**config.mk**
```make
export PLATFORM = sky130hd
export DESIGN_NAME = clk_div_ctrl
export DESIGN_NICKNAME = d
export VERILOG_FILES = /design/src/rtl/clk_ctrl_pkg.sv /design/src/rtl/clk_div_core.sv /design/src/rtl/clk_div_ctrl.sv
export SDC_FILE = /design/constraint.sdc
export NUM_CORES = 1
export LEC_CHECK = 0
export CELL_PAD_IN_SITES_DETAIL_PLACEMENT = 2
export CELL_PAD_IN_SITES_GLOBAL_PLACEMENT = 2
export CORE_MARGIN = 5
export CORE_UTILIZATION = 35
export DETAILED_ROUTE_END_ITERATION = 12
export GPL_TIMING_DRIVEN = 0
export HOLD_SLACK_MARGIN = 0.02
export MAX_ROUTING_LAYER = met4
export PLACE_DENSITY_LB_ADDON = 0.12
export SETUP_SLACK_MARGIN = 0.05
export SLEW_MARGIN = 20
export SYNTH_ARGS = -nofsm -noshare
export SYNTH_HDL_FRONTEND = slang
export SYNTH_HIERARCHICAL = 1
export SYNTH_SLANG_ARGS = --single-unit
```
**constraint.sdc**
```tcl
create_clock -name osc_clk -period 2.35 [get_ports osc_clk]
set_input_delay 0.5875 -clock osc_clk [delete_from_list [all_inputs] [get_ports osc_clk]]
set_output_delay 0.5875 -clock osc_clk [all_outputs]
set_load 0.01 [all_outputs]
```
**src/rtl/clk_ctrl_pkg.sv**
```systemverilog
// clk_ctrl_pkg: shared types, defaults and divisor check for the core-clock divider
package clk_ctrl_pkg;
  localparam int DIV_W_D       = 4;
  localparam int DEFAULT_DIV_D = 4;
  localparam int SETTLE_CYC_D  = 8;
  localparam int SCNT_W_D      = $clog2(SETTLE_CYC_D + 1);
  typedef enum logic [1:0] {RUN, DRAIN, SETTLE, LOAD} state_t;
  function automatic logic div_valid(input int n, input int w);
    return !n[0] && n >= 2 && n <= (1 << w) - 2;
  endfunction
endpackage

```
**src/rtl/clk_div_core.sv**
```systemverilog
// clk_div_core: half-period phase counter and toggle flop producing a 50% duty clock
//   osc_clk/reset : source clock, async active-high reset
//   run           : advance the counter; when low the counter and core_clk hold
//   clear         : zero the counter and force core_clk low (has priority over run)
//   div           : even divide ratio N, the counter wraps at N/2-1
//   core_clk      : registered divided clock
//   count         : current phase count
module clk_div_core #(
  parameter int DIV_W = 4
) (
  input  logic             osc_clk,
  input  logic             reset,
  input  logic             run,
  input  logic             clear,
  input  logic [DIV_W-1:0] div,
  output logic             core_clk,
  output logic [DIV_W-1:0] count
);
  logic [DIV_W-1:0] last;
  logic             wrap;
  assign last = (div >> 1) - DIV_W'(1);
  assign wrap = count == last;
  always_ff @(posedge osc_clk or posedge reset)
    if (reset) begin
      count    <= '0;
      core_clk <= 1'b0;
    end else if (clear) begin
      count    <= '0;
      core_clk <= 1'b0;
    end else if (run) begin
      count    <= wrap ? '0 : count + DIV_W'(1);
      core_clk <= core_clk ^ wrap;
    end
endmodule

```
**src/rtl/clk_div_ctrl.sv**
```systemverilog
// clk_div_ctrl: programmable core-clock divider with glitch-free divisor reconfiguration
//   osc_clk/reset     : oscillator clock, async active-high reset
//   cfg_req/cfg_div   : request pulse and requested divisor
//   cfg_ack/cfg_err   : one-cycle pulses, new divisor applied / request rejected
//   busy              : reconfiguration in progress, requests ignored
//   core_clk          : divided clock; core_clk_en high while it is toggling
//   cur_div           : divisor currently applied
module clk_div_ctrl
  import clk_ctrl_pkg::*;
#(
  parameter int DIV_W       = DIV_W_D,
  parameter int DEFAULT_DIV = DEFAULT_DIV_D,
  parameter int SETTLE_CYC  = SETTLE_CYC_D
) (
  input  logic             osc_clk,
  input  logic             reset,
  input  logic             cfg_req,
  input  logic [DIV_W-1:0] cfg_div,
  output logic             cfg_ack,
  output logic             cfg_err,
  output logic             busy,
  output logic             core_clk,
  output logic             core_clk_en,
  output logic [DIV_W-1:0] cur_div
);
  localparam int SW = $clog2(SETTLE_CYC + 1);
  state_t           state, state_n;
  logic [DIV_W-1:0] pend_div, count;
  logic [SW-1:0]    scnt;
  logic             req_ok, run, clear;
  assign req_ok = cfg_req && div_valid(int'(cfg_div), DIV_W);
  // While draining, the divider stops the moment core_clk is low so the low phase stretches into the settle window
  assign run    = state == RUN || (state == DRAIN && core_clk);
  assign clear  = state == LOAD;
  clk_div_core #(.DIV_W(DIV_W)) u_core (
    .osc_clk  (osc_clk),
    .reset    (reset),
    .run      (run),
    .clear    (clear),
    .div      (cur_div),
    .core_clk (core_clk),
    .count    (count)
  );
  always_comb begin
    state_n = state;
    case (state)
      RUN:     state_n = req_ok ? DRAIN : RUN;
      DRAIN:   state_n = core_clk ? DRAIN : SETTLE;
      SETTLE:  state_n = scnt == SW'(SETTLE_CYC - 1) ? LOAD : SETTLE;
      LOAD:    state_n = RUN;
      default: state_n = RUN;
    endcase
  end
  always_ff @(posedge osc_clk or posedge reset)
    if (reset) begin
      state       <= RUN;
      pend_div    <= DIV_W'(DEFAULT_DIV);
      cur_div     <= DIV_W'(DEFAULT_DIV);
      scnt        <= '0;
      busy        <= 1'b0;
      cfg_ack     <= 1'b0;
      cfg_err     <= 1'b0;
      core_clk_en <= 1'b1;
    end else begin
      state       <= state_n;
      if (state == RUN && req_ok) pend_div <= cfg_div;
      if (clear) cur_div <= pend_div;
      scnt        <= state == SETTLE ? scnt + SW'(1) : '0;
      busy        <= state_n != RUN;
      cfg_ack     <= clear;
      cfg_err     <= state == RUN && cfg_req && !req_ok;
      core_clk_en <= state_n == RUN || state_n == DRAIN;
    end
  // The phase count must always sit inside the half-period of the divisor in effect
  assert property (@(posedge osc_clk) disable iff (reset) count < (cur_div >> 1));
endmodule

```
# Word-level counts from Yosys, hierarchy flattened
# Cells that the tools add are included.
# Widths: inputs -> output; s select.
dict set report classes {
  n_addsub 3
  n_mux 10
  magnitude_cmp 2
  n_eq_ne 6
  bitwise 1
  reduce_logical 15
}
# op count
set ops {}
lappend ops {{$mux 4} 4}
lappend ops {{$add 4x1->4 const B} 2}
lappend ops {{$pmux 2 s4} 1}
lappend ops {{$logic_and 1x1->1} 7}
lappend ops {{$eq 2x1->1 const B} 2}
lappend ops {{$eq 2x2->1 const B} 2}
lappend ops {{$eq 4x3->1 const B} 1}
lappend ops {{$eq 4x4->1} 1}
lappend ops {{$ge 4x2->1 const B} 1}
lappend ops {{$le 4x4->1 const B} 1}
lappend ops {{$logic_not 2->1} 2}
lappend ops {{$mux 1} 4}
lappend ops {{$reduce_bool 2->1} 2}
lappend ops {{$sub 3x1->4 const B} 1}
lappend ops {{$logic_not 1->1} 2}
lappend ops {{$logic_or 1x1->1} 2}
lappend ops {{$mux 2} 1}
lappend ops {{$xor 1x1->1} 1}
dict set report word_totals {
  wordCells 47
  in_bits 7
  register_bits 23
  output_inout_bits 9
}

# Depth between registers and ports, before layout
dict set report depth {
  word_depth 8
  depth_mapped 6
  depth_no_buf 6
}

# By module
# Netlist, hierarchy kept.
# module seq_area_each_um2 cells_each area_each_um2 instances
set modules_own_cells {}
lappend modules_own_cells {clk_div_ctrl 454.2 53 732.0 1}
lappend modules_own_cells {clk_div_core 125.1 36 355.3 1}

# Worst setup path after synthesis
# OpenSTA, ideal clock, no wires.
dict set report synth_timing {
  path_type {reg2reg}
  start {register cur_div[2]}
  end {register u_core.core_clk}
  path_stages_with_launch 7
  t_arrival_ns 1.769
  slack_ns 0.456
  required_ns 2.225
  path_buffers 0
  synth_period_minus_slack_ns 1.894
  path_cell_list {dfstp_2 > inv_1 > ha_1 > xor2_1 > or3b_4 > a21oi_2 > mux2_4}
}
dict set report synth_via {
  elab_chain_len 5
}
# item line_no
set synth_rtl {}
lappend synth_rtl {{start, declared} clk_div_ctrl.sv:24} ;# output logic [DIV_W-1:0] cur_div
lappend synth_rtl {{start signal, assigned} clk_div_ctrl.sv:58} ;# cur_div <= DIV_W'(DEFAULT_DIV);
lappend synth_rtl {{start signal, assigned} clk_div_ctrl.sv:67} ;# if (clear) cur_div <= pend_div;
lappend synth_rtl {{$sub 3x1->4} clk_div_core.sv:21} ;# assign last = (div >> 1) - DIV_W'(1);
lappend synth_rtl {{$eq 4x4->1} clk_div_core.sv:22} ;# assign wrap = count == last;
lappend synth_rtl {{$xor 1x1->1} clk_div_core.sv:32} ;# core_clk <= core_clk ^ wrap;
lappend synth_rtl {{$mux 1} clk_div_core.sv:30} ;# end else if (run) begin
lappend synth_rtl {{$mux 1} clk_div_core.sv:27} ;# end else if (clear) begin
lappend synth_rtl {{end signal, assigned} clk_div_core.sv:32}
lappend synth_rtl {{end, declared} clk_div_core.sv:16} ;# output logic core_clk,
# Every way passes these cells. The select of a mux whose other input is x is not followed.
# A chain may end at the register's enable or synchronous reset.

# Worst setup path in the final report
dict set report layout_timing {
  start {register cur_div[2]}
  end {output cur_div[2]}
}
# No word-level cell between the ends.

==> results.sh <==
export IMPL_worst_hold_path_endpoint="scnt[0]$_DFF_PP0_"
export IMPL_drive_gt1_frac=0.1574
export IMPL_synth_async_reset_ratio=1.000
export IMPL_yosysWarnings=6
export IMPL_cap_viol_max_count=0
export IMPL_max_freq_mhz=498.2
export IMPL_htreeDepth=1
export IMPL_grt_usage=0.1220
export IMPL_start_kind="flop"
export IMPL_synthDistinctLibCells=35
export IMPL_crit_start="cur_div[2]$_DFFE_PP1P_"
export IMPL_first_iter_violations=14
export IMPL_synth_common_cells="dfrtp_1 (20), inv_1 (7), nor2_1 (7)"
export IMPL_grt_pass1_vias=818
export IMPL_finalHoldViolations=0
export IMPL_crit_required_ns=1.76
export IMPL_worst_path_buf_inv=1
export IMPL_ctsResizeCount=0
export IMPL_finalSetupViolCount=0
export IMPL_die_h_um=65.74
export IMPL_yosys_most_used_dff="dfrtp_1"
export IMPL_grt_overflow=0
export IMPL_power_density_mw_per_mm2=1189
export IMPL_dpl_cell_area_mm2=0.001292
export IMPL_synth_area_leader_cell="dfrtp_1"
export IMPL_grt_pass1_wl_mm=3.898
export IMPL_status="finished, final reports clean"
export IMPL_synth_edff_count=0
export IMPL_drt_pass1_iter_count=2
export IMPL_cts_sinks=23
export IMPL_clockPowerShare=0.114
export IMPL_worstPathCellList="clkdlybuf4s50_1"
export IMPL_cp_max_fo=5
export IMPL_hold_path_startpoint="scnt[0]$_DFF_PP0_"
export IMPL_grt_max_degree=19
export IMPL_cts_root_buf="clkbuf_4"
export IMPL_via_per_inst=4.796
export IMPL_rsz0062_at_grt="no"
export IMPL_dp_cells=148
export IMPL_hold_path_class="flop to flop"
export IMPL_fin_crit_sh=0.8542
export IMPL_wl_per_cell_um=14.69
export IMPL_rr_endpoint="u_core/core_clk$_DFFE_PP0P_"
export IMPL_ys_seq_elements=23
export IMPL_post_cts_buffers=0
export IMPL_intPower_uw=997.5
export IMPL_cts_tree="yes"
export IMPL_clk_path_buf_depth=2
export IMPL_ff2ff_path_depth=6
export IMPL_rows=20
export IMPL_die_area_mm2=0.004321
export IMPL_num_antenna_cells=0
export IMPL_synth_area_mm2=0.001087
export IMPL_syn_to_final_growth_pct=21.29
export IMPL_p_sw_uw=570.9
export IMPL_clk_pin_slew_ns=0.12
export IMPL_r2r_slack_ns=0.39
export IMPL_clkLatencyLatePin_ns=0.30
export IMPL_synth_fp_nets=99
export IMPL_irDropWorstVdd_mv=0.3892
export IMPL_nNetsFinal=119
export IMPL_yosysMostFrequentCell="dfrtp_1"
export IMPL_antenna_found_initial=0
export IMPL_power_frac_comb=0.439
export IMPL_worst_pin_slew_ns=0.6983
export IMPL_design_core_area_mm2=0.003028
export IMPL_hold_depth=1
export IMPL_vias=729
export IMPL_gp_congestion=0.6781
export IMPL_swShare=0.3640
export IMPL_io_pins=16
export IMPL_cts_hold_buffers=0
export IMPL_initial_utilization=0.3591
export IMPL_slowest_delay_ns=0.58
export IMPL_drc_errors=0
export IMPL_fin_setup_tns_ns=0
export IMPL_worstSetupEndpointType="primary output"
export IMPL_design_area_mm2=0.001319
export IMPL_instances_no_fill=152
export IMPL_period_minus_slack_ns=2.007
export IMPL_crit_slowest_cell="dfstp_2"
export IMPL_dpl_hpwl_mm=1.715
export IMPL_synth_area_top_cells="dfrtp_1 (46%), dfstp_2 (7.2%), mux2_2 (4.1%)"
export IMPL_antenna_left=0
export IMPL_crit_reg2reg_launch="cur_div[2]$_DFFE_PP1P_"
export IMPL_syn_inst=89
export IMPL_p_leak_uw=0.0005784
export IMPL_fp_dieW_um=65.74
export IMPL_clock_skew_ns=0.005391
export IMPL_cp_arrival_ns=1.42
export IMPL_io_buffers=15
export IMPL_ys_seq_area_frac=0.5328
export IMPL_crit_type="flop to primary output"
export IMPL_syn_avg_cell_area_um2=12.22
export IMPL_pwr_share_seq=0.447
export IMPL_yosysTopAreaCellShare=0.4603
export IMPL_drv_slew=0
export IMPL_cp_top_family="flip-flops"
export IMPL_relSlewSlack=0.5340
export IMPL_wl_mm=2.233
export IMPL_cts_buffers=3
## logic make-up after synthesis
| logic type | synth area share |
|---|---|
| AO/OA/AOI/OAI | 0.06559 |
| adder cells (fa/ha/maj) | 0.03453 |
| multiplexers | 0.08630 |
| XOR/XNOR | 0.05639 |
| flip-flops | 0.5328 |
| buffers and inverters | 0.03108 |
| AND/OR/NAND/NOR | 0.1933 |
## how the worst max path moves through the flow
| stage | slack, ns | depth (start not counted) | to |
|---|---|---|---|
| 2_1_floorplan | 0.46 | 6 | u_core/core_clk$_DFFE_PP0P_ |
| 3_3_place_gp | 0.33 | 4 | pend_div[3]$_DFFE_PP0P_ |
| 3_5_place_dp | 0.27 | 4 | pend_div[3]$_DFFE_PP0P_ |
| 4_1_cts | 0.31 | 1 | cur_div[2] |
| 5_1_grt | 0.28 | 1 | cur_div[2] |
| 6_report | 0.34 | 1 | cur_div[2] |
## placed cells by master (no fill, tap or decap), types with 3 or more instances in the layout
master | synthesis | layout
dfrtp_1 | 20 | 20
clkdlybuf4s50_1 | 0 | 15
inv_1 | 7 | 7
nor2_1 | 7 | 7
xor2_1 | 5 | 5
mux2_2 | 4 | 4
nor2b_1 | 3 | 3
nand3_1 | 3 | 3
mux2_1 | 3 | 3
ha_1 | 3 | 3
clkbuf_4 | 0 | 3
dfstp_2 | 3 | 3
## per-layer routing
| metal | track usage | wire, µm | share of wire | up-vias |
|---|---|---|---|---|
| met5 | - | 0 | 0 | - |
| met4 | 0.03886 | 11 | 0.0049 | 0 |
| met3 | 0.02051 | 37 | 0.017 | 2 |
| met2 | 0.2178 | 1245 | 0.56 | 4 |
| met1 | 0.1378 | 938 | 0.42 | 377 |
| li1 | - | - | - | 346 |
## stage by stage
stage / util / power [µW] / setup WS [ns] / hold WS, ns
floorplan: - / 1156 / 0.4560 / 0.3660
global placement: 0.4269 / 1380 / 0.3275 / 0.4468
detailed placement: 0.4269 / 1420 / 0.2730 / 0.4610
CTS: 0.4355 / 1607 / 0.3106 / 0.4788
global route: 0.4355 / 1712 / 0.2790 / 0.5034
finish: 0.4355 / 1568 / 0.3426 / 0.4755
## area by class of cell
cell class | instances | area [µm²]
fill | 314 | 1709
sequential | 23 | 579.3
multi-input combinational | 58 | 474.2
timing repair buffer | 15 | 150.1
tap | 44 | 55.05
clock buffer | 4 | 26.28
inverter | 7 | 26.28
buffer | 1 | 7.507
## state kept, by name, indices dropped and copies added (netlist names)
register,count
busy,1
cfg_ack,1
core_clk_en,1
scnt,4
u_core/count,4
state,2
pend_div,4
cfg_err,1
cur_div,4
u_core/core_clk,1
## worst reg2reg max path: cells and delay by family, from the launching register on
family | cells | cell delay [ns]
AO/OA/AOI/OAI | 1 | 0.21
buffers and inverters | 1 | 0.05
multiplexers | 1 | 0.32
AND/OR/NAND/NOR | 1 | 0.39
flip-flops | 1 | 0.58
XOR/XNOR | 1 | 0.15
adder cells (fa/ha/maj) | 1 | 0.18
## power by group through the flow
stage | Clock, µW | Sequential [µW] | Combinational (µW)
final | 179 | 701 | 689
after global routing | 211 | 734 | 767
after CTS | 191 | 709 | 707
after detailed placement | 0 | 717 | 703
after global placement | 0 | 709 | 671
after floorplan | 0 | 700 | 456
No activity file was read; power rests on OpenSTA's default activity.
